[config.mk]
export PLATFORM = sky130hd
export DESIGN_NAME = atm_login_ctrl
export DESIGN_NICKNAME = d
export VERILOG_FILES = /design/src/rtl/atm_login_ctrl_pkg.sv /design/src/rtl/atm_login_ctrl_pin_accumulator.sv /design/src/rtl/atm_login_ctrl.sv
export SDC_FILE = /design/constraint.sdc
export NUM_CORES = 1
export LEC_CHECK = 0
export ABC_CLOCK_PERIOD_IN_PS = 3300
export CORE_MARGIN = 3
export CORE_UTILIZATION = 53
export DETAILED_ROUTE_END_ITERATION = 6
export GPL_ROUTABILITY_DRIVEN = 0
export PLACE_DENSITY = 0.8
export SLEW_MARGIN = 20
export SYNTH_ARGS = -nofsm -noshare
export SYNTH_HDL_FRONTEND = slang
export SYNTH_HIERARCHICAL = 1
export SYNTH_SLANG_ARGS = --single-unit
export TNS_END_PERCENT = 1
[constraint.sdc]
create_clock -name clk -period 3.3 [get_ports clk]
set_clock_uncertainty 0.15 [all_clocks]
set_input_delay 0.66 -clock clk [delete_from_list [all_inputs] [get_ports clk]]
set_output_delay 0.66 -clock clk [all_outputs]
set_load 0.01 [all_outputs]
[src/rtl/atm_login_ctrl_pkg.sv]
// Shared definitions for the ATM login controller: FSM states, failure codes
// and the authenticator's status encodings.
package atm_login_ctrl_pkg;

  localparam int PIN_DIGITS = 4;
  localparam int PIN_W      = 16;

  typedef enum logic [2:0] {
    S_IDLE    = 3'd0,
    S_GET_PIN = 3'd1,
    S_CHECK   = 3'd2,
    S_ACTIVE  = 3'd3,
    S_LOCKED  = 3'd4
  } state_t;

  localparam logic [1:0] FAIL_BAD_PIN = 2'd0;
  localparam logic [1:0] FAIL_NO_ACC  = 2'd1;
  localparam logic [1:0] FAIL_TIMEOUT = 2'd2;

  // Authenticator status levels.
  localparam logic ACCOUNT_FOUND         = 1'b1;
  localparam logic ACCOUNT_AUTHENTICATED = 1'b1;

endpackage

[src/rtl/atm_login_ctrl_pin_accumulator.sv]
// Builds a binary PIN from BCD keypad digits: range filter, digit count and
// the pin*10+digit datapath.
module pin_accumulator
  import atm_login_ctrl_pkg::*;
(
  input  logic             clk,
  input  logic             rst_n,
  input  logic             clr,
  input  logic             en,
  input  logic             digit_valid,
  input  logic [3:0]       digit,
  output logic [PIN_W-1:0] pin,
  output logic [2:0]       count,
  output logic             full,
  output logic             accept
);

  logic [PIN_W-1:0] pin_x10;

  assign full    = (count == 3'(PIN_DIGITS));
  assign accept  = en & digit_valid & (digit <= 4'd9) & ~full;
  // pin*10 as pin*8 + pin*2; four digits never exceed 9999 so 16 bits suffice.
  assign pin_x10 = {pin[PIN_W-4:0], 3'b000} + {pin[PIN_W-2:0], 1'b0};

  always_ff @(posedge clk or negedge rst_n) begin
    if (!rst_n) begin
      pin   <= '0;
      count <= '0;
    end else if (clr) begin
      pin   <= '0;
      count <= '0;
    end else if (accept) begin
      pin   <= pin_x10 + {12'd0, digit};
      count <= count + 3'd1;
    end
  end

endmodule

[src/rtl/atm_login_ctrl.sv]
// Card/PIN login session FSM in front of a combinational account
// authenticator; handles retries, lockout and keypad inactivity timeout.
module atm_login_ctrl
  import atm_login_ctrl_pkg::*;
#(
  parameter int MAX_ATTEMPTS   = 3,
  parameter int TIMEOUT_CYCLES = 1000
) (
  input  logic             clk,
  input  logic             rst_n,
  input  logic             card_insert,
  input  logic [3:0]       acc_num_in,
  input  logic             digit_valid,
  input  logic [3:0]       digit,
  input  logic             enter,
  input  logic             cancel,
  input  logic             admin_unlock,
  input  logic             acc_found_stat,
  input  logic             acc_auth_stat,
  input  logic [3:0]       acc_index_in,
  output logic [3:0]       acc_num,
  output logic [PIN_W-1:0] pin,
  output logic             session_active,
  output logic [3:0]       acc_index,
  output logic             login_ok,
  output logic             login_fail,
  output logic [1:0]       fail_code,
  output logic [2:0]       attempts_left,
  output logic             card_locked,
  output logic             card_eject
);

  localparam int TW = (TIMEOUT_CYCLES > 2) ? $clog2(TIMEOUT_CYCLES) : 1;
  localparam logic [TW-1:0] TMR_LAST = TW'(TIMEOUT_CYCLES - 1);
  localparam logic [2:0]    ATT_MAX  = 3'(MAX_ATTEMPTS);

  state_t        state, state_n;
  logic [TW-1:0] tmr, tmr_n;
  logic [3:0]    acc_num_n, acc_index_n;
  logic [2:0]    att_n;
  logic [1:0]    code_n;
  logic          ok_n, fail_n, eject_n;
  logic          pin_clr, pin_en, pin_full, pin_accept;
  logic [2:0]    pin_count;

  // Digits are taken only in an undisturbed GET_PIN cycle.
  assign pin_en = (state == S_GET_PIN) & ~cancel & card_insert;

  pin_accumulator u_pin_acc (
    .clk        (clk),
    .rst_n      (rst_n),
    .clr        (pin_clr),
    .en         (pin_en),
    .digit_valid(digit_valid),
    .digit      (digit),
    .pin        (pin),
    .count      (pin_count),
    .full       (pin_full),
    .accept     (pin_accept)
  );

  always_comb begin
    state_n     = state;
    tmr_n       = '0;
    acc_num_n   = acc_num;
    acc_index_n = acc_index;
    att_n       = attempts_left;
    code_n      = FAIL_BAD_PIN;
    ok_n        = 1'b0;
    fail_n      = 1'b0;
    eject_n     = 1'b0;
    pin_clr     = 1'b0;
    case (state)
      S_IDLE: begin
        if (card_insert) begin
          acc_num_n = acc_num_in;
          pin_clr   = 1'b1;
          att_n     = ATT_MAX;
          state_n   = S_GET_PIN;
        end
      end
      S_GET_PIN: begin
        if (cancel) begin
          eject_n = 1'b1;
          state_n = S_IDLE;
        end else if (!card_insert) begin
          state_n = S_IDLE;
        end else if (enter && pin_full && !digit_valid) begin
          state_n = S_CHECK;
        end else if (!pin_accept && !enter) begin
          if (tmr == TMR_LAST) begin
            fail_n  = 1'b1;
            code_n  = FAIL_TIMEOUT;
            eject_n = 1'b1;
            state_n = S_IDLE;
          end else begin
            tmr_n = tmr + TW'(1);
          end
        end
      end
      S_CHECK: begin
        if (acc_found_stat != ACCOUNT_FOUND) begin
          fail_n  = 1'b1;
          code_n  = FAIL_NO_ACC;
          eject_n = 1'b1;
          state_n = S_IDLE;
        end else if (acc_auth_stat == ACCOUNT_AUTHENTICATED) begin
          acc_index_n = acc_index_in;
          ok_n        = 1'b1;
          state_n     = S_ACTIVE;
        end else begin
          att_n   = attempts_left - 3'd1;
          fail_n  = 1'b1;
          code_n  = FAIL_BAD_PIN;
          pin_clr = 1'b1;
          // Last attempt used: keep the card and wait for an operator.
          state_n = (attempts_left == 3'd1) ? S_LOCKED : S_GET_PIN;
        end
      end
      S_ACTIVE: begin
        if (cancel) begin
          eject_n = 1'b1;
          state_n = S_IDLE;
        end else if (!card_insert) begin
          state_n = S_IDLE;
        end
      end
      S_LOCKED: begin
        if (admin_unlock) begin
          eject_n = 1'b1;
          att_n   = ATT_MAX;
          state_n = S_IDLE;
        end
      end
      default: state_n = S_IDLE;
    endcase
  end

  always_ff @(posedge clk or negedge rst_n) begin
    if (!rst_n) begin
      state          <= S_IDLE;
      tmr            <= '0;
      acc_num        <= '0;
      acc_index      <= '0;
      attempts_left  <= ATT_MAX;
      fail_code      <= FAIL_BAD_PIN;
      login_ok       <= 1'b0;
      login_fail     <= 1'b0;
      card_eject     <= 1'b0;
      session_active <= 1'b0;
      card_locked    <= 1'b0;
    end else begin
      state          <= state_n;
      tmr            <= tmr_n;
      acc_num        <= acc_num_n;
      acc_index      <= acc_index_n;
      attempts_left  <= att_n;
      fail_code      <= code_n;
      login_ok       <= ok_n;
      login_fail     <= fail_n;
      card_eject     <= eject_n;
      session_active <= (state_n == S_ACTIVE);
      card_locked    <= (state_n == S_LOCKED);
    end
  end

endmodule

==> flow_metrics.env <==
export IMPL_grt_max_degree=33
export IMPL_timing_rr_start="u_pin_acc/pin[0]"
export IMPL_cp_arrival_ps=3140
export IMPL_p_leak_nw=1.81
export IMPL_synth_most_common_cell="dfrtp_1"
export IMPL_finalHoldViolCount=0
export IMPL_wl_microns=7230
export IMPL_die_x_microns=84.5
export IMPL_hp_class="input pin to asynchronous set/reset pin"
export IMPL_required_ps=3340
export IMPL_cts_buffers_inserted=5
export IMPL_tns_ps=0
export IMPL_worstSetupPathType="input pin to flip-flop"
export IMPL_final_layout_size_suffix_gt1_share_pct=13.1
export IMPL_yosys_area_top_type="dfrtp_1"
export IMPL_max_freq_mhz=323
export IMPL_synth_common_cells="dfrtp_1, nand2_1, ha_1, a21oi_1, inv_1"
export IMPL_reg2reg_to="u_pin_acc/pin[9]"
export IMPL_synthCells=324
export IMPL_ys_warn_count=6
export IMPL_power_density_nw_per_um2=310
export IMPL_track_usage_pct=21.6
export IMPL_r2r_slack_ps=640
export IMPL_grt_overflow_total=0
export IMPL_postLayoutCoreUtil_pct=69.2
export IMPL_pin_count=55
export IMPL_tightest_slew_ps=743
export IMPL_ctsResizeCount=0
export IMPL_synth_distinct_cells=71
export IMPL_finalSetupViolCount=0
export IMPL_core_area_sq_um=5740
export IMPL_path_cells="clkdlybuf4s50_1 > inv_1 > fa_1 > inv_1 > ha_1 > a21o_2 > and4_2 > o211ai_2 > a2111oi_1 > a311o_1"
export IMPL_nets=434
export IMPL_path_clk_slew_ps=90
export IMPL_start_util_pct=56.9
export IMPL_rows=27
export IMPL_ys_seq_area_share_pct=38.4
export IMPL_cts_root_buf="clkbuf_8"
export IMPL_relSlewSlack_pct=50.1
export IMPL_drc=0
export IMPL_synth_fp_nets=378
export IMPL_end_kind="flip-flop"
export IMPL_drtIter0Drc=141
export IMPL_clock_sinks=50
export IMPL_htree_levels=2
export IMPL_syn_area_sq_um=3270
export IMPL_whs_ps=119
export IMPL_synth_seq_cells=50
export IMPL_setup_ws_ps=206
export IMPL_diodes=0
export IMPL_slew_viol_final=0
export IMPL_wl_per_cell_microns=15.9
export IMPL_post_cts_setup_buffers=0
export IMPL_cp_startpoint="digit[3]"
export IMPL_dieArea_sq_um=7140
export IMPL_grt_setup_unrepaired="false"
export IMPL_hold_buffers=0
export IMPL_synth_top_area_share_pct=36.8
export IMPL_timing_final_crit_share_pct=93.7
export IMPL_crit_path_max_incr_delay_ps=530
export IMPL_cp_slowest_cell="fa_1"
export IMPL_port_buffers=54
export IMPL_start_kind="input pin"
export IMPL_syn_area_per_cell_sq_um=10.1
export IMPL_peakVddDrop_uv=230
export IMPL_vias_per_cell=6.02
export IMPL_ant_nets=0
export IMPL_worstPathMaxFanout=4
export IMPL_drv_cap=0
export IMPL_synth_edf_count=0
export IMPL_synthFlopType="dfrtp_1"
export IMPL_grt_pass1_wl_microns=12800
export IMPL_synthTopCellsByArea="dfrtp_1, ha_1, nand2_1"
export IMPL_dp_slack_ps=-94.9
export IMPL_antenna_found_initial=0
export IMPL_via_count=2726
export IMPL_grt_pass1_vias=2757
export IMPL_cpMostUsedCell="inv_1"
export IMPL_rr_worst_depth=9
export IMPL_status="completed"
export IMPL_ctsLongestPathBuffers=2
export IMPL_syn_to_final_growth_pct=21.5
export IMPL_async_reset_ff_share_pct=100
export IMPL_period_minus_slack_ps=3090
export IMPL_dpl_hpwl_microns=5280
export IMPL_cts_tree="done"
export IMPL_die_h_microns=84.5
export IMPL_clock_latency_ps=300
export IMPL_drtPass1Iterations=4
metal layers:
layer	vias up	GRT usage [%]	share of wire, %
met1	1304	29.9	47
li1	1316	-	-
met2	93	34.1	45
met4	0	7.91	1.6
met5	-	0	0
met3	13	3.83	6.5
stage by stage:
stage | power [W] | cell area [sq um] | cells
6_report | 0.00123 | 3970 | 453
5_1_grt | 0.00129 | 3970 | 453
4_1_cts | 0.00124 | 3970 | 453
3_5_place_dp | 0.000818 | 3860 | 445
3_3_place_gp | 0.000815 | 3860 | 445
2_1_floorplan | 0.000733 | 3270 | 324
registers in the layout, summed over array words and instances (netlist names):
name / cells
session_active: 1
u_pin_acc/count: 3
acc_num: 4
state: 3
card_eject: 1
login_ok: 1
login_fail: 1
u_pin_acc/pin: 16
acc_index: 4
attempts_left: 3
fail_code: 2
card_locked: 1
tmr: 10
worst max-delay path: cells and delay by family:
family | cells | cell delay (ps)
AOI/OAI and AO/OA | 4 | 800
and+or+nand+nor | 1 | 270
buffers and inverters | 3 | 590
adders and majority gates | 2 | 820
how the worst max path moves through the flow:
stage | end | slack, ps
5_1_grt | u_pin_acc/pin[9] | 60
3_3_place_gp | u_pin_acc/pin[9] | -70
3_5_place_dp | u_pin_acc/pin[9] | -90
4_1_cts | u_pin_acc/pin[9] | 210
6_report | u_pin_acc/pin[9] | 210
2_1_floorplan | u_pin_acc/pin[12] | 470
report_power, final:
part	leakage (nW)	internal, W	switching, W
logic	1.08	0.0000818	0.0000825
clock network	0.0524	0.000227	0.000200
registers	0.679	0.000628	0.0000132
layout by cell type (no fill, tap or decap), types with 3 or more instances in the layout:
cell and instances:
a21oi_1 18, nor2_1 7, o21ai_0 8, nand3b_1 5
inv_1 16, a211oi_1 5, nor4_1 3, dfrtp_1 48
or4_1 3, a31oi_1 6, o211ai_1 3, clkbuf_8 5
xor2_1 3, a21o_1 3, buf_4 9, ha_1 31
nand3_1 14, xnor2_1 8, nand2_1 32, mux2_2 10
and3_1 5, or3_1 3, clkdlybuf4s50_1 53, nand2b_1 6
nor2b_1 3, a32oi_1 3, nand4_1 5, nor3_1 12
kinds of logic (layout without fill, tap and decap cells):
| group | after synthesis | count (layout) | share of synthesized area, % |
|---|---|---|---|
| adder cells (fa/ha/maj) | 33 | 33 | 13.1 |
| AND/OR/NAND/NOR | 114 | 114 | 20.4 |
| flip-flops | 50 | 50 | 38.4 |
| AO/OA/AOI/OAI | 74 | 74 | 16.5 |
| XOR/XNOR | 11 | 11 | 2.95 |
| multiplexers | 11 | 11 | 3.75 |
| buffers and inverters | 31 | 88 | 4.90 |
layout make-up:
| cell class | instances | area (sq um) |
|---|---|---|
| sequential | 50 | 1250 |
| tap | 72 | 90.1 |
| multi-input combinational | 243 | 1850 |
| clock buffer | 7 | 76.3 |
| fill | 460 | 1770 |
| timing repair buffer | 63 | 603 |
| clock inverter | 1 | 30.0 |
| inverter | 17 | 63.8 |
(Power assumes the default switching activity.)
